## config.mk

```make
export PLATFORM = sky130hd
export DESIGN_NAME = match_counter
export DESIGN_NICKNAME = d
export VERILOG_FILES = /design/src/rtl/match_counter.sv
export SDC_FILE = /design/constraint.sdc
export NUM_CORES = 1
export LEC_CHECK = 0
export BUFFER_PORTS_ARGS = -buffer_cell sky130_fd_sc_hd__buf_4
export CAP_MARGIN = 20
export CORE_ASPECT_RATIO = 0.7
export CORE_MARGIN = 2
export CORE_UTILIZATION = 55
export DETAILED_ROUTE_END_ITERATION = 6
export PLACE_DENSITY = 0.9
export SLEW_MARGIN = 20
export SYNTH_ARGS = -nofsm -noshare
export SYNTH_HDL_FRONTEND = slang
export SYNTH_SLANG_ARGS = --single-unit
```

## constraint.sdc

```tcl
create_clock -name clock -period 3.9 [get_ports clock]
set_input_delay 0.975 -clock clock [delete_from_list [all_inputs] [get_ports clock]]
set_output_delay 0.975 -clock clock [all_outputs]
set_load 0.03 [all_outputs]
```

## src/rtl/match_counter.sv

```systemverilog
// match_counter: counts rising edges of the 1011 detector's match output
// in a two-digit BCD counter (00-99). Drives active-low 7-segment digits,
// a stretched match LED, a sticky wrap flag and a threshold flag.
// Everything runs in the detector's clock domain, so match_in is used directly.
module match_counter #(
  parameter int LED_CYCLES = 4,
  parameter int THRESHOLD  = 10
) (
  input  logic       clock,
  input  logic       reset,
  input  logic       match_in,
  input  logic       enable,
  input  logic       clear,
  output logic [3:0] count_ones,
  output logic [3:0] count_tens,
  output logic [6:0] hex0,
  output logic [6:0] hex1,
  output logic       match_led,
  output logic       overflow,
  output logic       reached
);

  localparam logic [7:0] LED_LOAD = 8'(LED_CYCLES);
  localparam logic [7:0] THRESH   = 8'(THRESHOLD);

  logic       match_prev;
  logic       match_event;
  logic [7:0] led_timer;
  logic [7:0] count_bin;

  // A rise seen while enable is low is consumed by match_prev and never counted.
  assign match_event = match_in & ~match_prev & enable;

  // Previous-cycle copy of match_in, tracked regardless of enable or clear.
  always_ff @(posedge clock or posedge reset) begin
    if (reset) begin
      match_prev <= 1'b0;
    end else begin
      match_prev <= match_in;
    end
  end

  // BCD counter, sticky overflow and LED stretch timer; clear beats a same-cycle event.
  always_ff @(posedge clock or posedge reset) begin
    if (reset) begin
      count_ones <= 4'd0;
      count_tens <= 4'd0;
      overflow   <= 1'b0;
      led_timer  <= 8'd0;
    end else if (clear) begin
      count_ones <= 4'd0;
      count_tens <= 4'd0;
      overflow   <= 1'b0;
      led_timer  <= 8'd0;
    end else if (match_event) begin
      led_timer <= LED_LOAD;
      if (count_ones != 4'd9) begin
        count_ones <= count_ones + 4'd1;
      end else if (count_tens != 4'd9) begin
        count_ones <= 4'd0;
        count_tens <= count_tens + 4'd1;
      end else begin
        count_ones <= 4'd0;
        count_tens <= 4'd0;
        overflow   <= 1'b1;
      end
    end else if (led_timer != 8'd0) begin
      led_timer <= led_timer - 8'd1;
    end
  end

  assign match_led = (led_timer != 8'd0);

  // tens*10 + ones as shifts and adds; at most 99, so 8 bits is ample.
  assign count_bin = {1'b0, count_tens, 3'b000} + {3'b000, count_tens, 1'b0} + {4'b0000, count_ones};
  assign reached   = (count_bin >= THRESH);

  // Active-low segments {g,f,e,d,c,b,a}; non-decimal codes blank the digit.
  function automatic logic [6:0] seg7(input logic [3:0] digit);
    logic [6:0] seg;
    seg = 7'b1111111;
    case (digit)
      4'd0: seg = 7'b1000000;
      4'd1: seg = 7'b1111001;
      4'd2: seg = 7'b0100100;
      4'd3: seg = 7'b0110000;
      4'd4: seg = 7'b0011001;
      4'd5: seg = 7'b0010010;
      4'd6: seg = 7'b0000010;
      4'd7: seg = 7'b1111000;
      4'd8: seg = 7'b0000000;
      4'd9: seg = 7'b0010000;
      default: seg = 7'b1111111;
    endcase
    return seg;
  endfunction

  assign hex0 = seg7(count_ones);
  assign hex1 = seg7(count_tens);

endmodule

```

==> out/results.ini <==
[power]
ir_drop_mv = 0.437
p_leak_nw = 0.863
total_power_w = 0.000949
power_density_nw_per_um2 = 534

[timing]
drv_slew = 0
relSlewSlack = 0.481
setup_tns_ns = 0
finalCriticalPeriod_ns = 3.70
worst_clock_skew_ns = 0.00168
finalCritPeriodShare = 0.948
hold_viol_final = 0
fmax_mhz = 270
setup_viol = 0
worst_pin_slew_ns = 0.771
rsz0062_at_grt = false

[critical_path]
critPathCaptureType = primary output
cp_max_fo = 16
required_ns = 2.92
crit_path_start = count_tens[2]
r2r_setup_slack_ns = 1.88
worst_r2r_path_depth = 5
critPathKind = reg2out
crit_arrival_ns = 2.72
timing.rr.end = count_tens[0]
r2r-start = count_ones[1]
worstSetupStartpointType = register

[drt]
ant_nets = 0
vias_per_cell = 6.10
first_iter_violations = 130
avgRoutedWirePerCell_um = 16.4
num_vias = 1458
drc = 0
finalWirelength_mm = 3.91
first_pass_iters = 4

[min_path]
hp-class = reg2reg
min-delay-start = overflow
hold_depth = 2
min_to = overflow

[place]
placement.io_buffers = 29
hpwlAfterDp_mm = 2.93
placed_cells = 236
dpl_cell_area_um2 = 1740
place.gp.congestion = 0.847

[yosys]
yosysUniqueCellTypes = 38
ys_ff_latch = 18
ys_seq_area_frac = 0.301
syn_inst = 179
avgSynthCellArea_um2 = 8.37
synthTopCellsByArea = dfrtp_1 (30%), ha_1 (15%), a21oi_1 (7.4%), o21ai_0 (5.0%), inv_1 (4.0%)
yosysTopAreaCellShare = 0.301
syn_nets = 204
yosysTopAreaCell = dfrtp_1
yosys_warnings = 0
syn-cell-area_um2 = 1500

[grt]
grt_pass1_wl_mm = 6.13
gr-total-overflow = 0
grtUsageTotal = 0.262
first_global_vias = 1329
grt_antenna_before_repair = 0
grt_max_degree = 19

[floorplan]
fp.dieH_um = 47.7
io_pins = 30
core_area_um2 = 2510
num_rows = 15
start_util = 0.596
die_area_um2 = 3160
die-width_um = 66.4

[layout]
fin_cells = 239
drive_gt1_frac = 0.200
final_nets = 232
layout_commonest_cell = buf_4
nFillCells = 202
multi_input_area_um2 = 965
final_cell_mix = buf_4 (29), a21oi_1 (22), ha_1 (18), dfrtp_1 (18), inv_1 (16)
design_area_um2 = 1780
ff_latch_area_um2 = 450
areaGrowthSynthToFinish_pct = 18.6
num_antenna_cells = 0

[clocking]
cts.sinks = 18
cts_buffer_depth = 2
cts_setup_buffers = 0
cts-root-buf = clkbuf_8
clk_pin_slew_worst_paths_ns = 0.07
cts_tree = yes
clkLatencyLatePin_ns = 0.26
htree_num_levels = 1
holdBufCountCts = 0
cts_buffers = 3
post_cts_resized = 0

[job]
cap_viol_max_count = 0

[run_status]
status = finished, final reports clean

[layer usage]
layer | GRT usage | wire length, um | vias up
li1 | - | - | 694
met1 | 0.346 | 1670 | 698
met2 | 0.444 | 1910 | 59
met3 | 0.0494 | 271 | 7
met4 | 0.0939 | 54 | 0
met5 | 0 | 0 | -
[Yosys cell counts]
library cell	instances
mux2_2	2
nor3b_1	2
or4_1	2
a211oi_1	2
o31ai_1	1
clkbuf_1	6
o2111a_1	1
a21oi_1	22
a2111o_1	1
or2_2	3
inv_1	16
or3_1	2
a211o_2	1
mux2i_1	1
nor2b_1	1
and3_1	1
nor2_1	9
nand4b_1	1
or3b_2	1
nor3_1	5
dfrtp_1	18
nor4_1	3
a21o_1	1
nand2b_1	8
ha_1	18
nand4_1	3
and3b_1	3
a31o_2	1
o32ai_1	1
nand3b_1	2
nand2_1	14
nand3_1	4
a31oi_1	1
o211ai_1	3
or4_4	1
a221o_1	1
fa_1	2
o21ai_0	15
[state kept, by name (all words and copies together), names as in the netlist]
name        cells
led_timer       8
count_ones      4
count_tens      4
match_prev      1
overflow        1
[power by group]
part,internal [W],switching (W)
clock network,0.0000689,0.0000660
logic,0.000219,0.000306
registers,0.000226,0.0000627
total,0.000515,0.000435
[worst max-delay path, stage by stage, from the launching register on]
cell,delay (ns)
dfrtp_1,0.62
inv_1,0.22
fa_1,0.52
inv_1,0.07
fa_1,0.43
and3_1,0.18
o211ai_1,0.21
buf_4,0.20
[per-stage QoR]
| step | hold slack, ns | setup WS [ns] | util |
|---|---|---|---|
| 3_5_place_dp | 0.531 | 0.545 | 0.690 |
| 5_1_grt | 0.570 | 0.0481 | 0.706 |
| 2_1_floorplan | 0.524 | 0.261 | - |
| 4_1_cts | 0.548 | 0.247 | 0.706 |
| 6_report | 0.544 | 0.201 | 0.706 |
| 3_3_place_gp | 0.506 | 0.694 | 0.690 |
[cell type report]
class	count	share of cell area
inverter	16	0.0338
sequential	18	0.254
timing repair buffer	29	0.123
clock buffer	3	0.0232
tap	34	0.0239
multi-input combinational	139	0.543
[worst max-delay path by stage]
| stage | endpoint | cells past startpoint |
|---|---|---|
| 2_1_floorplan | reached | 7 |
| 3_3_place_gp | reached | 7 |
| 3_5_place_dp | reached | 7 |
| 4_1_cts | reached | 7 |
| 5_1_grt | reached | 7 |
| 6_report | reached | 7 |
[cells by family (layout without fill, tap and decap cells)]
kind of cell	Yosys count	in the layout	synth area share
adders and majority gates	20	20	0.177
muxes	3	3	0.0217
DFF	18	18	0.301
and+or+nand+nor	65	65	0.242
buffers and inverters	22	48	0.0551
AOI/OAI and AO/OA	51	51	0.203
Note: power is estimated with default switching activity, not from simulation.
